## config.mk

```make
export PLATFORM = sky130hd
export DESIGN_NAME = msi_cpu_ctrl
export DESIGN_NICKNAME = d
export VERILOG_FILES = /design/src/rtl/msi_cpu_ctrl.sv
export SDC_FILE = /design/constraint.sdc
export NUM_CORES = 1
export LEC_CHECK = 0
export ABC_AREA = 1
export CAP_MARGIN = 20
export CORE_MARGIN = 2
export CORE_UTILIZATION = 48
export DETAILED_ROUTE_END_ITERATION = 16
export HOLD_SLACK_MARGIN = 0.05
export PLACE_DENSITY_LB_ADDON = 0.15
export SYNTH_ARGS = -nofsm -noshare
export SYNTH_HDL_FRONTEND = slang
export SYNTH_SLANG_ARGS = --single-unit
```

## constraint.sdc

```tcl
create_clock -name clock -period 2.7 [get_ports clock]
set_clock_uncertainty 0.2 [all_clocks]
set_input_delay 0.675 -clock clock [delete_from_list [all_inputs] [get_ports clock]]
set_output_delay 0.675 -clock clock [all_outputs]
set_load 0.01 [all_outputs]
```

## src/rtl/msi_cpu_ctrl.sv

```systemverilog
// Processor-side MSI coherence controller for a single cache block.
// Turns CPU requests into bus ops, sequences dirty write-back, and tracks coherence state under snoops.
module msi_cpu_ctrl #(
  parameter logic [1:0] STATE_INIT = 2'b00,
  parameter int         MAX_WAIT   = 15
) (
  input  logic       clock,
  input  logic       resetn,
  input  logic       cpu_valid,
  input  logic       cpu_op,
  input  logic       cpu_hit,
  input  logic       snoop_inv,
  input  logic       snoop_share,
  input  logic       bus_gnt,
  input  logic       wb_ack,
  output logic       bus_req,
  output logic [1:0] bus_op,
  output logic       wb_req,
  output logic       cpu_done,
  output logic       busy,
  output logic [1:0] coh_state,
  output logic       gnt_timeout
);

  localparam logic [1:0] COH_I = 2'b00;
  localparam logic [1:0] COH_E = 2'b01;
  localparam logic [1:0] COH_S = 2'b10;

  localparam logic [1:0] OP_RM  = 2'b00;
  localparam logic [1:0] OP_INV = 2'b01;
  localparam logic [1:0] OP_WM  = 2'b10;

  localparam int              CW       = (MAX_WAIT > 1) ? $clog2(MAX_WAIT + 1) : 1;
  localparam logic [CW-1:0]   WAIT_MAX = CW'(MAX_WAIT);

  // S_UPDATE is the cycle after the bus op issues: coherence state takes its target there,
  // and the completion pulse follows in S_DONE.
  typedef enum logic [2:0] {
    S_IDLE,
    S_WB,
    S_ARB,
    S_UPDATE,
    S_DONE
  } ctrl_e;

  ctrl_e         ctrl_q, ctrl_d;
  logic [1:0]    coh_q, coh_d;
  logic [1:0]    op_q, op_d;
  logic [1:0]    target_q, target_d;
  logic          bus_req_q, bus_req_d;
  logic          wb_req_q, wb_req_d;
  logic          done_q, done_d;
  logic          busy_q, busy_d;
  logic [CW-1:0] wait_q, wait_d;
  logic          timeout_q, timeout_d;

  logic       snoop_any;
  logic [1:0] coh_snoop;
  logic       dec_hit;
  logic       dec_wb;
  logic [1:0] dec_op;
  logic [1:0] dec_target;

  assign snoop_any = snoop_inv | snoop_share;

  // Invalidate dominates share; share only demotes an Exclusive block.
  always_comb begin
    coh_snoop = coh_q;
    if (snoop_inv)                          coh_snoop = COH_I;
    else if (snoop_share && coh_q == COH_E) coh_snoop = COH_S;
  end

  always_comb begin
    dec_hit    = 1'b0;
    dec_wb     = 1'b0;
    dec_op     = cpu_op ? OP_WM : OP_RM;
    dec_target = cpu_op ? COH_E : COH_S;
    unique case (coh_snoop)
      COH_S: begin
        if (!cpu_op && cpu_hit)     dec_hit = 1'b1;
        else if (cpu_op && cpu_hit) dec_op  = OP_INV;
      end
      COH_E: begin
        if (cpu_hit) dec_hit = 1'b1;
        else         dec_wb  = 1'b1;
      end
      default: ;
    endcase
  end

  // NOTE: every signal driven here gets a default first, so no path can infer a latch.
  always_comb begin
    ctrl_d    = ctrl_q;
    coh_d     = coh_snoop;
    op_d      = op_q;
    target_d  = target_q;
    bus_req_d = bus_req_q;
    wb_req_d  = wb_req_q;
    wait_d    = wait_q;
    timeout_d = timeout_q;

    unique case (ctrl_q)
      S_IDLE: begin
        if (cpu_valid) begin
          if (dec_hit) begin
            ctrl_d = S_DONE;
          end else begin
            op_d     = dec_op;
            target_d = dec_target;
            if (dec_wb) begin
              ctrl_d   = S_WB;
              wb_req_d = 1'b1;
            end else begin
              ctrl_d    = S_ARB;
              bus_req_d = 1'b1;
              wait_d    = '0;
            end
          end
        end
      end
      S_WB: begin
        if (wb_ack) begin
          ctrl_d    = S_ARB;
          wb_req_d  = 1'b0;
          bus_req_d = 1'b1;
          wait_d    = '0;
        end
      end
      S_ARB: begin
        if (snoop_inv && op_q == OP_INV) op_d = OP_WM;
        // A grant coinciding with a snoop is discarded; the request stays pending.
        if (bus_gnt && !snoop_any) begin
          ctrl_d    = S_UPDATE;
          bus_req_d = 1'b0;
          coh_d     = target_q;
        end else if (MAX_WAIT != 0) begin
          if (wait_q != WAIT_MAX) wait_d = wait_q + 1'b1;
          if (wait_d == WAIT_MAX) timeout_d = 1'b1;
        end
      end
      S_UPDATE: ctrl_d = S_DONE;
      S_DONE:   ctrl_d = S_IDLE;
      default:  ctrl_d = S_IDLE;
    endcase

    done_d = (ctrl_d == S_DONE);
    busy_d = (ctrl_d != S_IDLE);
  end

  // NOTE: sequential state uses non-blocking assignments so every register samples pre-edge values.
  always_ff @(posedge clock) begin
    if (!resetn) begin
      ctrl_q    <= S_IDLE;
      coh_q     <= STATE_INIT;
      op_q      <= OP_RM;
      target_q  <= COH_I;
      bus_req_q <= 1'b0;
      wb_req_q  <= 1'b0;
      done_q    <= 1'b0;
      busy_q    <= 1'b0;
      wait_q    <= '0;
      timeout_q <= 1'b0;
    end else begin
      ctrl_q    <= ctrl_d;
      coh_q     <= coh_d;
      op_q      <= op_d;
      target_q  <= target_d;
      bus_req_q <= bus_req_d;
      wb_req_q  <= wb_req_d;
      done_q    <= done_d;
      busy_q    <= busy_d;
      wait_q    <= wait_d;
      timeout_q <= timeout_d;
    end
  end

  assign bus_req     = bus_req_q;
  assign bus_op      = op_q;
  assign wb_req      = wb_req_q;
  assign cpu_done    = done_q;
  assign busy        = busy_q;
  assign coh_state   = coh_q;
  assign gnt_timeout = timeout_q;

endmodule
```

==> reports/metrics.yaml, run 1 <==
synth_top_area_cell: "sky130_fd_sc_hd__dfxtp_1"
clock.fmax_ghz: 0.407
worstSetupEndpointType: "flip-flop"
cts_h_tree_lvls: 1
crit_type: "in2reg"
post-route-drc-count: 0
critical_path.max_stage_delay_ps: 430
timing.critical_path.max_delay_family: "simple AND/OR/NAND/NOR gates"
grt_remaining_overflow: 0
critical-path-slowest-cell: "sky130_fd_sc_hd__clkdlybuf4s50_1"
crit-reg2reg-launch: "coh_state[0]"
yosys.area.top_type_share_pct: 36.6
min_path_type: "reg2reg"
synth_edf_count: 0
post_route_cells_drive_above_1_share_pct: 10.4
detailed_place_hpwl_um: 1770
tritoncts: "yes"
die_area_sq_um: 2430
grt_max_degree: 11
rsz_0062_raised_after_global_routing: "false"
synth_fp_nets: 160
post-route-min-period_ps: 2460
worst_ep_arrival_time_ps: 2480
worst_ep_required_time_ps: 2720
pwr_density_cell_nw_per_um2: 437
initial_utilization_pct: 50.6
rows: 16
clock-root-buffer: "sky130_fd_sc_hd__clkbuf_4"
clkLatencyLatePin_ps: 290
pin_count: 18
worst_setup_path_start_kind: "input pin"
worstPathCellList: "clkdlybuf4s50_1, inv_1, nand2_1, a21oi_1, inv_1, ha_1, nor2_1, nand2_1, nand2_1, nand2_1, nand3_2, nand2_1, a21oi_1"
initial_antenna_violation_count: 0
synth.most_common_cell: "sky130_fd_sc_hd__nand2_1"
fill_cells: 186
buffer_ports.inserted: 17
num_vias: 975
global_route_wire_length_before_repair_um: 3830
grt.total_usage_pct: 20.4
synth_async_sr_flop_share_pct: 0
post_cts_setup_driven_buffer_insertion_count: 0
final_max_slew_viol_count: 0
multiInputGateArea_sq_um: 526
totalWireLength_um: 2190
synth.top_cells.by_area: "sky130_fd_sc_hd__dfxtp_1 (37%), sky130_fd_sc_hd__nand2_1 (12%), sky130_fd_sc_hd__inv_1 (9.5%), sky130_fd_sc_hd__a21oi_1 (7.6%), sky130_fd_sc_hd__nor2_1 (7.3%)"
ctsLongestPathBuffers: 2
timing.hold.ws_ps: 255
synth_seq_area_share_pct: 36.6
tightest_slew_ps: 333
cts_sinks: 18
yosys_warnings: 0
coreArea_sq_um: 1940
drv.max_cap_violation_count: 0
synth_area_sq_um: 983
slew_headroom_pct: 77.6
floorplan.die.width_um: 49.3
area.growth.synth_to_final_pct: 27.5
total_area_of_sequential_cells_sq_um: 360
detail_route.wl_per_cell_um: 10.9
number_of_buffers_added_by_the_clock_tree_synthesis_step: 3
crit_path_frequent_cell: "sky130_fd_sc_hd__nand2_1"
worst_setup_hold_path_clk_slew_ps: 100
synth.ff_latch_count: 18
hold_viol: 0
post_synth_inst_count: 148
average_cell_area_after_synthesis_sq_um: 6.64
ys_dominant_reg_cell: "sky130_fd_sc_hd__dfxtp_1"
die_h_um: 49.3
cts-hold-fix-buffers: 0
report.final.setup_viol: 0
gp_congestion: 0.892
worst-path-max-fanout: 4
nNetsFinal: 186
status: "finished clean"
final_antenna_violating_net_count: 0
timing.critical_path.buf_inv: 3
cts_resized: 0
leakage_uw: 0.000541
drt_iter0_markers: 16
synth_cell_type_count: 22
synth_top_cells_by_count: "sky130_fd_sc_hd__nand2_1 (32), sky130_fd_sc_hd__inv_1 (25), sky130_fd_sc_hd__nor2_1 (19), sky130_fd_sc_hd__dfxtp_1 (18), sky130_fd_sc_hd__a21oi_1 (15)"
post_drt_via_cell_ratio: 4.88
finalPower_uw: 548
critical_path.startpoint: "snoop_inv"
antenna_cells: 0
drt_pass1_iterations: 4
peakVddDrop_mv: 0.337
hold_start: "gnt_timeout"
finalCoreUtilization_pct: 64.6
period_share_pct: 91.0
grt_pass1_vias: 951
## registers in the layout (all words and copies together) (netlist names)
name and count:
bus_op 2, gnt_timeout 1, target_q 2, bus_req 1, coh_state 2, cpu_done 1
busy 1, ctrl_q 3, wb_req 1, wait_q 4
## worst min-delay path: stages (launching register included)
cell and delay [ps]:
sky130_fd_sc_hd__dfxtp_1 320, sky130_fd_sc_hd__inv_1 40, sky130_fd_sc_hd__a21oi_1 50
## stage by stage
stage                     instances  worst slack (ps)  TNS, ps  cell area [sq um]
after global routing            200              23.5        0               1250
after floorplan                 148               511        0                983
final                           200               242        0               1250
after detailed placement        196             -57.9     -323               1220
after global placement          196             -11.9    -41.3               1220
after CTS                       200               226        0               1250
## layout make-up
type	instances	area share, %
flip-flops and latches	18	28.7
repair buffers	21	16.0
inverters	26	7.78
clock buffers	4	2.89
well taps	27	2.69
multi-input cells	104	41.9
## where the power goes
| part | internal [uW] | switching [uW] |
|---|---|---|
| clock network | 82.1 | 83.7 |
| logic | 44.8 | 50.4 |
| registers | 278 | 9.51 |
| total | 405 | 144 |
## worst paths after layout
| check | slack (ps) | cells after the start | end |
|---|---|---|---|
| min reg2reg | 250 | 2 | gnt_timeout |
| max | 240 | 13 | wait_q[2] |
| max reg2reg | 770 | 11 | wait_q[2] |
| min | 250 | 2 | gnt_timeout |
## routing by layer
metal / vias to the layer above / wire [um] / track usage, %
met1: 438 / 960 / 22.9
met2: 14 / 1140 / 37.2
met5: - / 0 / 0
met4: 0 / 27 / 7.62
met3: 4 / 58 / 4.29
li1: 519 / - / -
## kinds of logic (layout without fill, tap and decap cells)
group | Yosys count | in the layout | synth area share [%]
compound gates | 26 | 26 | 14.4
xor+xnor | 1 | 1 | 0.891
fa+ha+maj | 3 | 3 | 3.82
buf+inv | 26 | 51 | 9.92
flops | 18 | 18 | 36.6
simple gates | 74 | 74 | 34.4
## cell usage in the layout, fill, tap and decap left out
cell / synthesis / routed
sky130_fd_sc_hd__a21oi_1: 15 / 15
sky130_fd_sc_hd__a21oi_2: 1 / 1
sky130_fd_sc_hd__a31oi_1: 1 / 1
sky130_fd_sc_hd__buf_4: 0 / 4
sky130_fd_sc_hd__clkbuf_4: 0 / 3
sky130_fd_sc_hd__clkbuf_8: 0 / 1
sky130_fd_sc_hd__clkdlybuf4s50_1: 0 / 17
sky130_fd_sc_hd__clkinv_1: 1 / 1
sky130_fd_sc_hd__dfxtp_1: 18 / 18
sky130_fd_sc_hd__ha_1: 3 / 3
sky130_fd_sc_hd__inv_1: 25 / 25
sky130_fd_sc_hd__nand2_1: 32 / 32
sky130_fd_sc_hd__nand2_2: 4 / 4
sky130_fd_sc_hd__nand3_1: 10 / 10
sky130_fd_sc_hd__nand3_2: 1 / 1
sky130_fd_sc_hd__nand3b_1: 1 / 1
sky130_fd_sc_hd__nand4_1: 2 / 2
sky130_fd_sc_hd__nor2_1: 19 / 19
sky130_fd_sc_hd__nor2_2: 1 / 1
sky130_fd_sc_hd__nor2_4: 2 / 2
sky130_fd_sc_hd__o21a_1: 1 / 1
sky130_fd_sc_hd__o21ai_0: 6 / 6
sky130_fd_sc_hd__o21ai_1: 1 / 1
sky130_fd_sc_hd__o21ai_2: 1 / 1
sky130_fd_sc_hd__or2_1: 2 / 2
sky130_fd_sc_hd__xnor2_1: 1 / 1
Note: power is estimated with default switching activity, not from simulation.
==> run 2: changes to the inputs <==
--- a/config.mk
+++ b/config.mk
@@ -7,10 +7,8 @@
 export LEC_CHECK = 0
 export ABC_AREA = 1
 export CAP_MARGIN = 20
-export CORE_MARGIN = 2
 export CORE_UTILIZATION = 48
 export DETAILED_ROUTE_END_ITERATION = 16
-export HOLD_SLACK_MARGIN = 0.05
 export PLACE_DENSITY_LB_ADDON = 0.15
 export SYNTH_ARGS = -nofsm -noshare
 export SYNTH_HDL_FRONTEND = slang
==> reports/metrics.yaml, run 2 (synthesis results as in run 1) <==
initial_antenna_violation_count: 0  # unchanged
crit_type: "in2reg"  # unchanged
timing.hold.ws_ps: 259  # was 255 ps
worst_ep_required_time_ps: 2690  # was 2720 ps
die_area_sq_um: 2230  # was 2430 sq um
pin_count: 18  # unchanged
post_route_cells_drive_above_1_share_pct: 10.4  # unchanged
cts_resized: 0  # unchanged
status: "finished clean"  # unchanged
most_common_cell_after_layout_fill_and_taps_aside: "sky130_fd_sc_hd__nand2_1"  # unchanged
p_seq_share_pct: 51.9  # was 52.4%
grtUsageMet2_pct: 44.9  # was 37.2%
floorplan.die.width_um: 47.3  # was 49.3 um
hold_end: "gnt_timeout"  # unchanged
ctsLongestPathBuffers: 2  # unchanged
clock.fmax_ghz: 0.402  # was 0.407 GHz
globalRoute.busiestLayer: "met2"  # unchanged
hold_start: "gnt_timeout"  # unchanged
worstSetupEndpointType: "flip-flop"  # unchanged
crit-reg2reg-launch: "coh_state[0]"  # unchanged
power.clock.fraction_pct: 30.6  # was 30.2%
globalRouteMet1Util_pct: 23.0  # was 22.9%
post-route-min-period_ps: 2490  # was 2460 ps
layout_top_registers: "wait_q: 4 flops, ctrl_q: 3 flops"  # unchanged
worst_ep_arrival_time_ps: 2470  # was 2480 ps
period_share_pct: 92.2  # was 91.0%
layout_setup_ws_ps: 212  # was 242 ps
grt_remaining_overflow: 0  # unchanged
initial_utilization_pct: 50.6  # unchanged
worstHoldPathCells: 2  # unchanged
switching_share_pct: 26.8  # was 26.2%
post_cts_setup_driven_buffer_insertion_count: 0  # unchanged
worst_setup_hold_path_clk_slew_ps: 110  # was 100 ps
slew_headroom_pct: 78.4  # was 77.6%
regToRegEndpoint: "wait_q[1]"  # was wait_q[2]
final_antenna_violating_net_count: 0  # unchanged
pwr_density_cell_nw_per_um2: 442  # was 437 nW/um^2
rows: 16  # unchanged
clock-root-buffer: "sky130_fd_sc_hd__clkbuf_4"  # unchanged
num_vias: 990  # was 975
global_route_wire_length_before_repair_um: 3450  # was 3830 um
dpl_worst_slack_ps: -98.5  # was -57.9 ps
coreArea_sq_um: 1940  # unchanged
buffer_ports.inserted: 17  # unchanged
worst-path-max-fanout: 4  # unchanged
drt_iter0_markers: 22  # was 16
post_drt_via_cell_ratio: 4.95  # was 4.88
final_max_slew_viol_count: 0  # unchanged
worst_setup_path_start_kind: "input pin"  # unchanged
area.growth.synth_to_final_pct: 27.5  # unchanged
leakage_uw: 0.000541  # unchanged
cts_sinks: 18  # unchanged
cts-hold-fix-buffers: 0  # unchanged
comb_power_share_pct: 17.4  # about the same
hold_viol: 0  # unchanged
totalWireLength_um: 2230  # was 2190 um
die_h_um: 47.3  # was 49.3 um
detailed_place_hpwl_um: 1760  # was 1770 um
clkLatencyLatePin_ps: 300  # was 290 ps
detail_route.wl_per_cell_um: 11.1  # was 10.9 um
rsz_0062_raised_after_global_routing: "false"  # unchanged
grt.total_usage_pct: 22.7  # was 20.4%
internal_portion_of_total_power_uw: 405  # about the same
flop_to_flop_setup_slack_ps: 730  # was 770 ps
number_of_buffers_added_by_the_clock_tree_synthesis_step: 3  # unchanged
report.final.setup_viol: 0  # unchanged
drv.max_cap_violation_count: 0  # unchanged
gp_congestion: 0.920  # was 0.892
switching_power_uw: 149  # was 144 uW
cts_h_tree_lvls: 1  # unchanged
mostFrequentLayoutCells: "sky130_fd_sc_hd__nand2_1 (32), sky130_fd_sc_hd__inv_1 (25), sky130_fd_sc_hd__nor2_1 (19)"  # unchanged
min_path_type: "reg2reg"  # unchanged
reg2reg_depth: 12  # was 11
tightest_slew_ps: 322  # was 333 ps
largest_register_ffs: 4  # unchanged
peakVddDrop_mv: 0.352  # was 0.337 mV
drt_pass1_iterations: 4  # unchanged
nNetsFinal: 186  # unchanged
grt_pass1_vias: 887  # was 951
globalRouteMet3Util_pct: 3.46  # was 4.29%
tritoncts: "yes"  # unchanged
antenna_cells: 0  # unchanged
post-route-drc-count: 0  # unchanged
grt_max_degree: 11  # unchanged
regMostFlops: "wait_q"  # unchanged
finalPower_uw: 554  # was 548 uW
run 2: power by group through the flow:
stage / registers, uW / logic [uW] / clock network, uW
5_1_grt: 289 / 107 / 183
6_report: 288 / 96.5 / 170
2_1_floorplan: 295 / 50.0 / 0
4_1_cts: 287 / 96.7 / 170
3_3_place_gp: 293 / 93.4 / 0
3_5_place_dp: 293 / 96.1 / 0
run 2: routing by layer:
metal  up-vias  part of all wire (%)
met2        14                    53
met1       451                    44
met4         0                   1.5
met5         -                     0
met3         5                   2.0
li1        520                     -
run 2: cell type report:
class                           count  area (sq um)
Multi-Input combinational cell    104           526
Clock buffer                        4          36.3
Timing Repair Buffer               21           200
Sequential cell                    18           360
Fill cell                         192           688
Tap cell                           27          33.8
Inverter                           26          97.6
run 2: worst max path at each step:
stage / startpoint / end
2_1_floorplan: snoop_inv / busy
3_3_place_gp: snoop_share / wait_q[1]
3_5_place_dp: snoop_inv / wait_q[1]
4_1_cts: snoop_inv / wait_q[1]
5_1_grt: snoop_inv / wait_q[1]
6_report: snoop_inv / wait_q[1]
run 2: stage by stage:
step                TNS, ps  util, %  area [sq um]  instances
floorplan                 0        -           983        148
global placement      -58.0     62.7          1220        196
detailed placement     -489     62.7          1220        196
CTS                       0     64.6          1250        200
global route              0     64.6          1250        200
finish                    0     64.6          1250        200
run 2: worst max-delay path, cell delays in order:
cell,delay [ps]
sky130_fd_sc_hd__clkdlybuf4s50_1,430
sky130_fd_sc_hd__buf_4,150
sky130_fd_sc_hd__a21oi_1,180
sky130_fd_sc_hd__inv_1,90
sky130_fd_sc_hd__ha_1,190
sky130_fd_sc_hd__inv_1,80
sky130_fd_sc_hd__nand2_1,70
sky130_fd_sc_hd__nand2_1,110
sky130_fd_sc_hd__nand2_1,70
sky130_fd_sc_hd__nand2_1,130
sky130_fd_sc_hd__nand3_2,140
sky130_fd_sc_hd__nand2_1,100
sky130_fd_sc_hd__a21oi_1,60
==> RTL edit (settings of run 1) <==
Reset style: asynchronous (`resetn`), changed in one clocked block.
--- a/src/rtl/msi_cpu_ctrl.sv
+++ b/src/rtl/msi_cpu_ctrl.sv
@@ -150,3 +150,3 @@
   // NOTE: sequential state uses non-blocking assignments so every register samples pre-edge values.
-  always_ff @(posedge clock) begin
+  always_ff @(posedge clock or negedge resetn) begin
     if (!resetn) begin
Check against the original RTL: differs if resetn is asserted again (counterexample within 4 cycles, from zero or initial values and one cycle with resetn low); with resetn held inactive, the same outputs for 10 cycles.
==> RTL edit against run 1 <==
- routed wire length up 5.4%
- critical endpoint is now wait_q[0]$_DFFE_PN0P_
- area after synthesis up 16%
- sequential cell count unchanged
- die area rose by 15%
- critical path type unchanged
- worst setup slack worse by 0.0037 ns
- synthesized cell count is 6.8% higher
- first-iteration DRC count rose by 6.3%
- design area is 13% higher
- global-route usage is 0.71 points lower
Power is not compared: it rests on default switching activity, and its combinational part moved more than twofold at a synthesized area within 25%.
==> RTL edit: results (changes against run 1) <==
\begin{tabular}{lr}
\hline
Metric & Value \\
\hline
\multicolumn{2}{l}{\textbf{Timing}} \\
\quad Actual transition at the worst max-transition pin & 0.2980 ns (was 0.3334 ns) \\
\multicolumn{2}{l}{\textbf{GRT}} \\
\quad Via count of the first global-routing pass & 991 (was 951) \\
\quad Pin count of the biggest net entering global routing & 19 (was 11) \\
\quad Combined global-route utilization of all metal layers & 19.68\% (was 20.39\%) \\
\quad Wire length of the first global-routing pass & 4.008 mm (was 3.829 mm) \\
\quad Number of antenna violations at the first check in global routing & 0 (unchanged) \\
\multicolumn{2}{l}{\textbf{Worst setup path}} \\
\quad Crit-path max cell delay & 0.46 ns (was 0.43 ns) \\
\quad Arrival time at the worst endpoint & 2.50 ns (was 2.48 ns) \\
\multicolumn{2}{l}{\textbf{Placed design}} \\
\quad I/O Buffers & 17 (unchanged) \\
\quad Final estimated routing congestion in global placement & 0.8173 (was 0.8921) \\
\quad DPL Wire Length & 1.867 mm (was 1.768 mm) \\
\quad Worst setup timing slack at the placement stage & -0.1265 ns (was -0.05788 ns) \\
\multicolumn{2}{l}{\textbf{Synthesis}} \\
\quad Mapped Nets & 170 (was 160) \\
\quad Synth async-reset ratio & 100.0\% (was 0\%) \\
\quad Dominant register cell in the synthesized netlist & sky130\_fd\_sc\_hd\_\_dfrtp\_1 (was sky130\_fd\_sc\_hd\_\_dfxtp\_1) \\
\quad Number of distinct library cells after synthesis & 20 (was 22) \\
\quad Share of the yosys chip area belonging to registers & 39.34\% (was 36.64\%) \\
\quad Post-synth top cells & 52 x sky130\_fd\_sc\_hd\_\_nand2\_1, 25 x sky130\_fd\_sc\_hd\_\_inv\_1, 18 x sky130\_fd\_sc\_hd\_\_dfrtp\_1, 16 x sky130\_fd\_sc\_hd\_\_nor2\_1, 10 x sky130\_fd\_sc\_hd\_\_nand3\_1 (was 32 x sky130\_fd\_sc\_hd\_\_nand2\_1, 25 x sky130\_fd\_sc\_hd\_\_inv\_1, 19 x sky130\_fd\_sc\_hd\_\_nor2\_1, 18 x sky130\_fd\_sc\_hd\_\_dfxtp\_1, 15 x sky130\_fd\_sc\_hd\_\_a21oi\_1) \\
\multicolumn{2}{l}{\textbf{Final layout}} \\
\quad Share of final-layout standard cells stronger than drive strength 1 & 15.85\% (was 10.40\%) \\
\quad Total Nets Final & 196 (was 186) \\
\multicolumn{2}{l}{\textbf{Route}} \\
\quad Drt initial violations & 17 (was 16) \\
\quad Total number of vias & 1022 (was 975) \\
\quad Wirelength, routed & 2.302 mm (was 2.185 mm) \\
\multicolumn{2}{l}{\textbf{Clocking}} \\
\quad Clock root buffer & sky130\_fd\_sc\_hd\_\_clkbuf\_4 (unchanged) \\
\quad Cts bufs inserted & 3 (unchanged) \\
\multicolumn{2}{l}{\textbf{Run status}} \\
\quad Outcome & finished clean (unchanged) \\
\hline
\end{tabular}
## RTL edit: cell types whose count changed in the layout (fill, tap and decap cells not counted), moves of 2 or more
cell                      delta
sky130_fd_sc_hd__nand2_4     +4
sky130_fd_sc_hd__nand2_1    +20
sky130_fd_sc_hd__dfxtp_1    -18
sky130_fd_sc_hd__dfrtp_1    +18
sky130_fd_sc_hd__nor2_1      -3
sky130_fd_sc_hd__nor2_2      +3
sky130_fd_sc_hd__nand2_2     -2
sky130_fd_sc_hd__a21oi_1    -13
sky130_fd_sc_hd__or2_1       -2
sky130_fd_sc_hd__inv_2       +2
## RTL edit: power breakdown
group | internal, uW | switching, uW | leakage (uW)
Combinational | 239 | 316 | 0.000526
Sequential | 356 | 81.0 | 0.000225
Clock | 82.3 | 86.6 | 0.0000210
Total | 678 | 484 | 0.000772
## RTL edit: worst paths after layout
path	startpoint	endpoint
worst max-delay path	snoop_inv	wait_q[0]$_DFFE_PN0P_
worst min-delay path	gnt_timeout$_DFFE_PN0P_	gnt_timeout$_DFFE_PN0P_
worst max register to register	coh_state[1]$_DFF_PN0_	wait_q[0]$_DFFE_PN0P_
worst min register to register	gnt_timeout$_DFFE_PN0P_	gnt_timeout$_DFFE_PN0P_
max in group asynchronous	resetn	wait_q[0]$_DFFE_PN0P_
min in group asynchronous	resetn	bus_op[1]$_DFFE_PN0P_
## RTL edit: cell type report
type	count	share of cell area (%)
Inverter	27	7.137
Multi-Input combinational cell	113	42.03
Sequential cell	18	31.72
Timing Repair Buffer	21	14.10
Tap cell	28	2.467
Clock buffer	4	2.555
## RTL edit: cell families after synthesis
group                    synth area share, %
AO/OA/AOI/OAI                          5.792
flip-flops                             39.34
adder cells (fa/ha/maj)                3.279
buffers and inverters                  8.853
AND/OR/NAND/NOR                        42.73
## RTL edit: per-layer routing
| metal | track usage (%) | part of all wire [%] | up-vias | wire (um) |
|---|---|---|---|---|
| met5 | 0 | 0 | - | 0 |
| li1 | - | - | 536 | - |
| met2 | 34.17 | 48 | 21 | 1108 |
| met4 | 6.838 | 1.6 | 0 | 36 |
| met3 | 4.000 | 4.6 | 6 | 107 |
| met1 | 23.92 | 46 | 459 | 1050 |
## RTL edit: through the flow
stage | power [uW] | hold slack, ns | std cells | cell area [um^2]
after CTS | 1168 | 0.2899 | 211 | 1416
after global placement | 981.3 | 0.2474 | 207 | 1380
final | 1162 | 0.2844 | 211 | 1420
after detailed placement | 998.1 | 0.2625 | 207 | 1380
after floorplan | 812.5 | 0.1794 | 158 | 1145
after global routing | 1272 | 0.3228 | 211 | 1420
## RTL edit: what timing repair did
item                                    4_1_cts  5_1_grt
resized for setup                             0        1
buffers inserted                              0        0
endpoints found under the setup margin        0        2
